## config.mk

```make
export PLATFORM = sky130hd
export DESIGN_NAME = bin_to_bcd_seq
export DESIGN_NICKNAME = d
export VERILOG_FILES = /design/src/rtl/bin_to_bcd_seq.sv
export SDC_FILE = /design/constraint.sdc
export NUM_CORES = 1
export LEC_CHECK = 0
export CELL_PAD_IN_SITES_DETAIL_PLACEMENT = 0
export CELL_PAD_IN_SITES_GLOBAL_PLACEMENT = 1
export CORE_UTILIZATION = 35
export DETAILED_ROUTE_END_ITERATION = 12
export PLACE_DENSITY = 0.66
export SYNTH_ARGS = -nofsm -noshare
export SYNTH_HDL_FRONTEND = slang
export SYNTH_SLANG_ARGS = --single-unit
```

## constraint.sdc

```tcl
create_clock -name Clk -period 2.6 [get_ports Clk]
set_input_delay 0.78 -clock Clk [delete_from_list [all_inputs] [get_ports Clk]]
set_output_delay 0.78 -clock Clk [all_outputs]
set_load 0.1 [all_outputs]
```

## src/rtl/bin_to_bcd_seq.sv

```systemverilog
// bin_to_bcd_seq: sequential double-dabble converter; `define LEADING_ZERO_BLANK_EN blanks leading zeros with 4'hF
module bin_to_bcd_seq #(
  parameter int BIN_W = 16
) (
  input  logic             Clk,
  input  logic             Rst_n,
  input  logic [BIN_W-1:0] Bin_in,
  input  logic             Start,
  output logic             Busy,
  output logic             Done,
  output logic [3:0]       Digit3,
  output logic [3:0]       Digit2,
  output logic [3:0]       Digit1,
  output logic [3:0]       Digit0,
  output logic             Overflow
);
  localparam int CW = $clog2(BIN_W + 1);
  typedef enum logic [1:0] {IDLE, SHIFT, DONE} state_t;
  state_t           state_q, state_d;
  logic [BIN_W-1:0] bin_q, bin_d;
  logic [19:0]      bcd_q, bcd_d, adj;
  logic [CW-1:0]    cnt_q, cnt_d;
  logic [15:0]      dig_q, dig_d;
  logic             ovf_q, ovf_d;

  function automatic logic [15:0] fmt(input logic [15:0] d);
`ifdef LEADING_ZERO_BLANK_EN
    logic b3, b2, b1;
    b3 = d[15:12] == 4'd0;
    b2 = b3 && d[11:8] == 4'd0;
    b1 = b2 && d[7:4] == 4'd0;
    return {b3 ? 4'hF : d[15:12], b2 ? 4'hF : d[11:8], b1 ? 4'hF : d[7:4], d[3:0]};
`else
    return d;
`endif
  endfunction

  // add-3 correction on every scratch nibble that would overflow a decimal digit when doubled
  always_comb begin
    adj = '0;
    for (int i = 0; i < 5; i++)
      adj[4*i+:4] = bcd_q[4*i+:4] >= 4'd5 ? bcd_q[4*i+:4] + 4'd3 : bcd_q[4*i+:4];
  end

  // next state: capture on Start, shift BIN_W times, publish result on the way into DONE
  always_comb begin
    state_d = state_q;
    bin_d   = bin_q;
    bcd_d   = bcd_q;
    cnt_d   = cnt_q;
    dig_d   = dig_q;
    ovf_d   = ovf_q;
    case (state_q)
      IDLE: if (Start) begin
        bin_d   = Bin_in;
        bcd_d   = '0;
        cnt_d   = CW'(BIN_W);
        state_d = SHIFT;
      end
      SHIFT: begin
        bcd_d = {adj[18:0], bin_q[BIN_W-1]};
        bin_d = bin_q << 1;
        cnt_d = cnt_q - CW'(1);
        if (cnt_q == CW'(1)) begin
          state_d = DONE;
          ovf_d   = |bcd_d[19:16] | adj[19];
          dig_d   = ovf_d ? 16'hFFFF : fmt(bcd_d[15:0]);
        end
      end
      default: state_d = IDLE;
    endcase
  end

  // state and datapath registers, cleared asynchronously
  always_ff @(posedge Clk or negedge Rst_n) begin
    if (!Rst_n) begin
      state_q <= IDLE;
      bin_q   <= '0;
      bcd_q   <= '0;
      cnt_q   <= '0;
      dig_q   <= '0;
      ovf_q   <= 1'b0;
    end else begin
      state_q <= state_d;
      bin_q   <= bin_d;
      bcd_q   <= bcd_d;
      cnt_q   <= cnt_d;
      dig_q   <= dig_d;
      ovf_q   <= ovf_d;
    end
  end

  assign Busy     = state_q != IDLE;
  assign Done     = state_q == DONE;
  assign Overflow = ovf_q;
  assign {Digit3, Digit2, Digit1, Digit0} = dig_q;
endmodule

```

==> results.yml <==
status:
  status: "completed"
floorplanning:
  die_w_um: 94.7
  num_rows: 33
  die_y_um: 94.7
  ioPinCount: 38
  start_util_pct: 36.4
  fp.dieArea_sq_mm: 0.00897
  core_area_sq_mm: 0.00826
worst_setup_path:
  path_delay_family: "flip-flops"
  r2r_slack_ns: 0.67
  path_depth: 2
  required_ns: 1.82
  worstSetupPathType: "reg -> out"
  cp_max_fo: 3
  start_kind: "flop"
  crit_path_cell_trace: "or2_2, buf_12"
  cp.buffers_inverters: 1
  cp-end-kind: "primary output"
  slowest_stage: "dfrtp_1"
  worstRegToRegCells: 7
  reg2reg_from: "bcd_q[12]"
  cp_slowest_stage_delay_ns: 0.40
  cp.arrival_ns: 1.24
  cp-startpoint: "state_q[0]"
  crit_end: "Busy"
  r2r_end: "dig_q[6]"
sta:
  finalMaxSlewViolations: 0
  fmax_mhz: 496
  tightest_slew_ns: 0.446
  skew_ns: 0.00903
  final-setup-viol-count: 0
  hold_viol: 0
  final.setup.tns_ns: 0
  slew_headroom_pct: 70.2
  fin_ws_ns: 0.583
  rsz0062_at_grt: "no"
  finalCriticalPeriod_ns: 2.02
  fin_crit_sh_pct: 77.6
layout:
  syn_to_final_growth_pct: 23.0
  final_common_cell: "dfrtp_1"
  layout-drive-gt1-share_pct: 16.8
  final_cell_mix: "dfrtp_1, o21ai_0, a21oi_1, buf_4, nor2_1"
  n_antenna_cell: 0
  final_cells: 456
  final_net_count: 378
clock_network:
  post_cts_buffers: 0
  numCtsBuffers: 9
  cts_max_level: 3
  cts_hold_buf: 0
  clock_sinks: 60
  clock_path_buffers: 2
  cts_tree: "yes"
  clkLatencyLatePin_ns: 0.34
  cts.clk_slew.worst_paths_ns: 0.07
  cts_root_buffer: "clkbuf_8"
  cts_resized: 0
global_route:
  antenna_found_initial: 0
  grtUsageTotal_pct: 16.2
  grt_max_degree: 61
  grt_pass1_wl_um: 11100
  grt_pass1_vias: 2271
  grt.overflow.total: 0
place:
  place_inst: 441
  place_ws_ns: 0.357
  port_buffers: 37
  globalplace.congestion: 0.726
  post-dp-hpwl_um: 4290
detailed_routing:
  wire_per_inst_um: 14.5
  wl_um: 6630
  drc: 0
  viasPerCell: 5.23
  dr.pass1.iters: 4
  antenna_left: 0
  vias: 2385
  first_iter_violations: 79
logic_synthesis:
  yosysWarningCount: 0
  syn_area_per_cell_sq_um: 9.89
  netlist_instances: 304
  synth_compound_area_share_pct: 23.0
  ys_ff_latch: 60
  syn_nets: 335
  synth_top_family_by_area: "compound AO/OA/AOI/OAI gates"
  yosysUniqueCellTypes: 37
  syn_area_sq_mm: 0.00301
  synth_fa_ha_area_share_pct: 4.99
  synth_mux_area_share_pct: 1.87
  synth_simple_gate_area_share_pct: 14.0
  yosysTopAreaCell: "dfrtp_1"
  ys_seq_area_share_pct: 49.9
  synth_xor_area_share_pct: 1.75
  yosysTopAreaCellShare_pct: 49.9
  synth.area.top_cells: "dfrtp_1, o21ai_0, ha_1"
hold_path:
  worstHoldPathType: "in -> async"
flow_run:
  maxCapViolCount: 0
[per-layer routing]
layer / share of wire [%] / track usage, % / routed length (um)
met2: 45 / 24.9 / 2990
met1: 51 / 21.8 / 3370
met4: 1.9 / 7.58 / 126
met3: 2.1 / 3.14 / 137
met5: 0 / 0 / 0
[Yosys cell counts]
cell	instances
or2_2	1
inv_1	15
nor2_1	19
nor3_1	4
a2111oi_4	1
o31ai_1	1
a32o_1	1
and2_1	1
a31oi_1	16
nor4b_1	2
and3_2	1
or4_1	1
a22oi_1	15
nor3b_2	1
nand3_1	3
and2b_2	1
o21ai_2	1
buf_2	5
o22ai_1	13
o21ai_0	31
nor2b_1	17
a2bb2oi_1	1
xnor2_1	6
a32oi_1	1
o21bai_1	2
nand3b_1	2
buf_6	1
a22o_1	1
mux2_2	5
dfrtp_1	60
nand2_1	10
ha_1	12
a21oi_1	28
nand2b_1	7
clkbuf_1	11
a21boi_0	1
nor3b_1	6
[worst reg2reg max path, stage by stage, from the launching register on]
cell	delay [ns]
dfrtp_1	0.41
inv_1	0.12
ha_1	0.25
nand2b_1	0.09
nor3b_2	0.18
a2111oi_4	0.31
buf_4	0.28
a31oi_1	0.13
[through the flow]
stage / hold WS (ns) / utilization [%] / area [sq um]
detailed placement: 0.488 / 42.5 / 3510
floorplan: 0.467 / - / 3010
global placement: 0.495 / 42.5 / 3510
global route: 0.461 / 44.8 / 3700
CTS: 0.450 / 44.8 / 3700
finish: 0.445 / 44.8 / 3700
[flip-flops by register name, summed over array words and instances, names as in the netlist]
name,flops
bin_q,16
dig_q,16
Overflow,1
state_q,2
bcd_q,20
cnt_q,5
[cells by family (layout without fill, tap and decap cells)]
kind of cell	Yosys count	after routing
multiplexers	5	5
adder cells (fa/ha/maj)	12	12
buffers and inverters	32	79
flip-flops	60	60
AND/OR/NAND/NOR	76	76
XOR/XNOR	6	6
AO/OA/AOI/OAI	113	113
[layout make-up]
class | count | area [sq um]
Fill cell | 833 | 4560
Clock buffer | 10 | 138
Tap cell | 105 | 131
Clock inverter | 5 | 52.6
Sequential cell | 60 | 1500
Multi-Input combinational cell | 212 | 1370
Inverter | 15 | 56.3
Timing Repair Buffer | 49 | 445
[worst min path at each step]
stage	startpoint	endpoint	cells after the start
floorplan	bin_q[0]	bin_q[0]	1
global placement	bin_q[0]	bin_q[1]	2
detailed placement	bin_q[0]	bin_q[0]	1
CTS	Rst_n	bcd_q[9]	2
global route	Rst_n	dig_q[12]	2
finish	Rst_n	bcd_q[13]	2
Power is left out: the tool's default activity adds up to more than one toggle a clock period on the data nets, which glitch-free logic cannot reach.
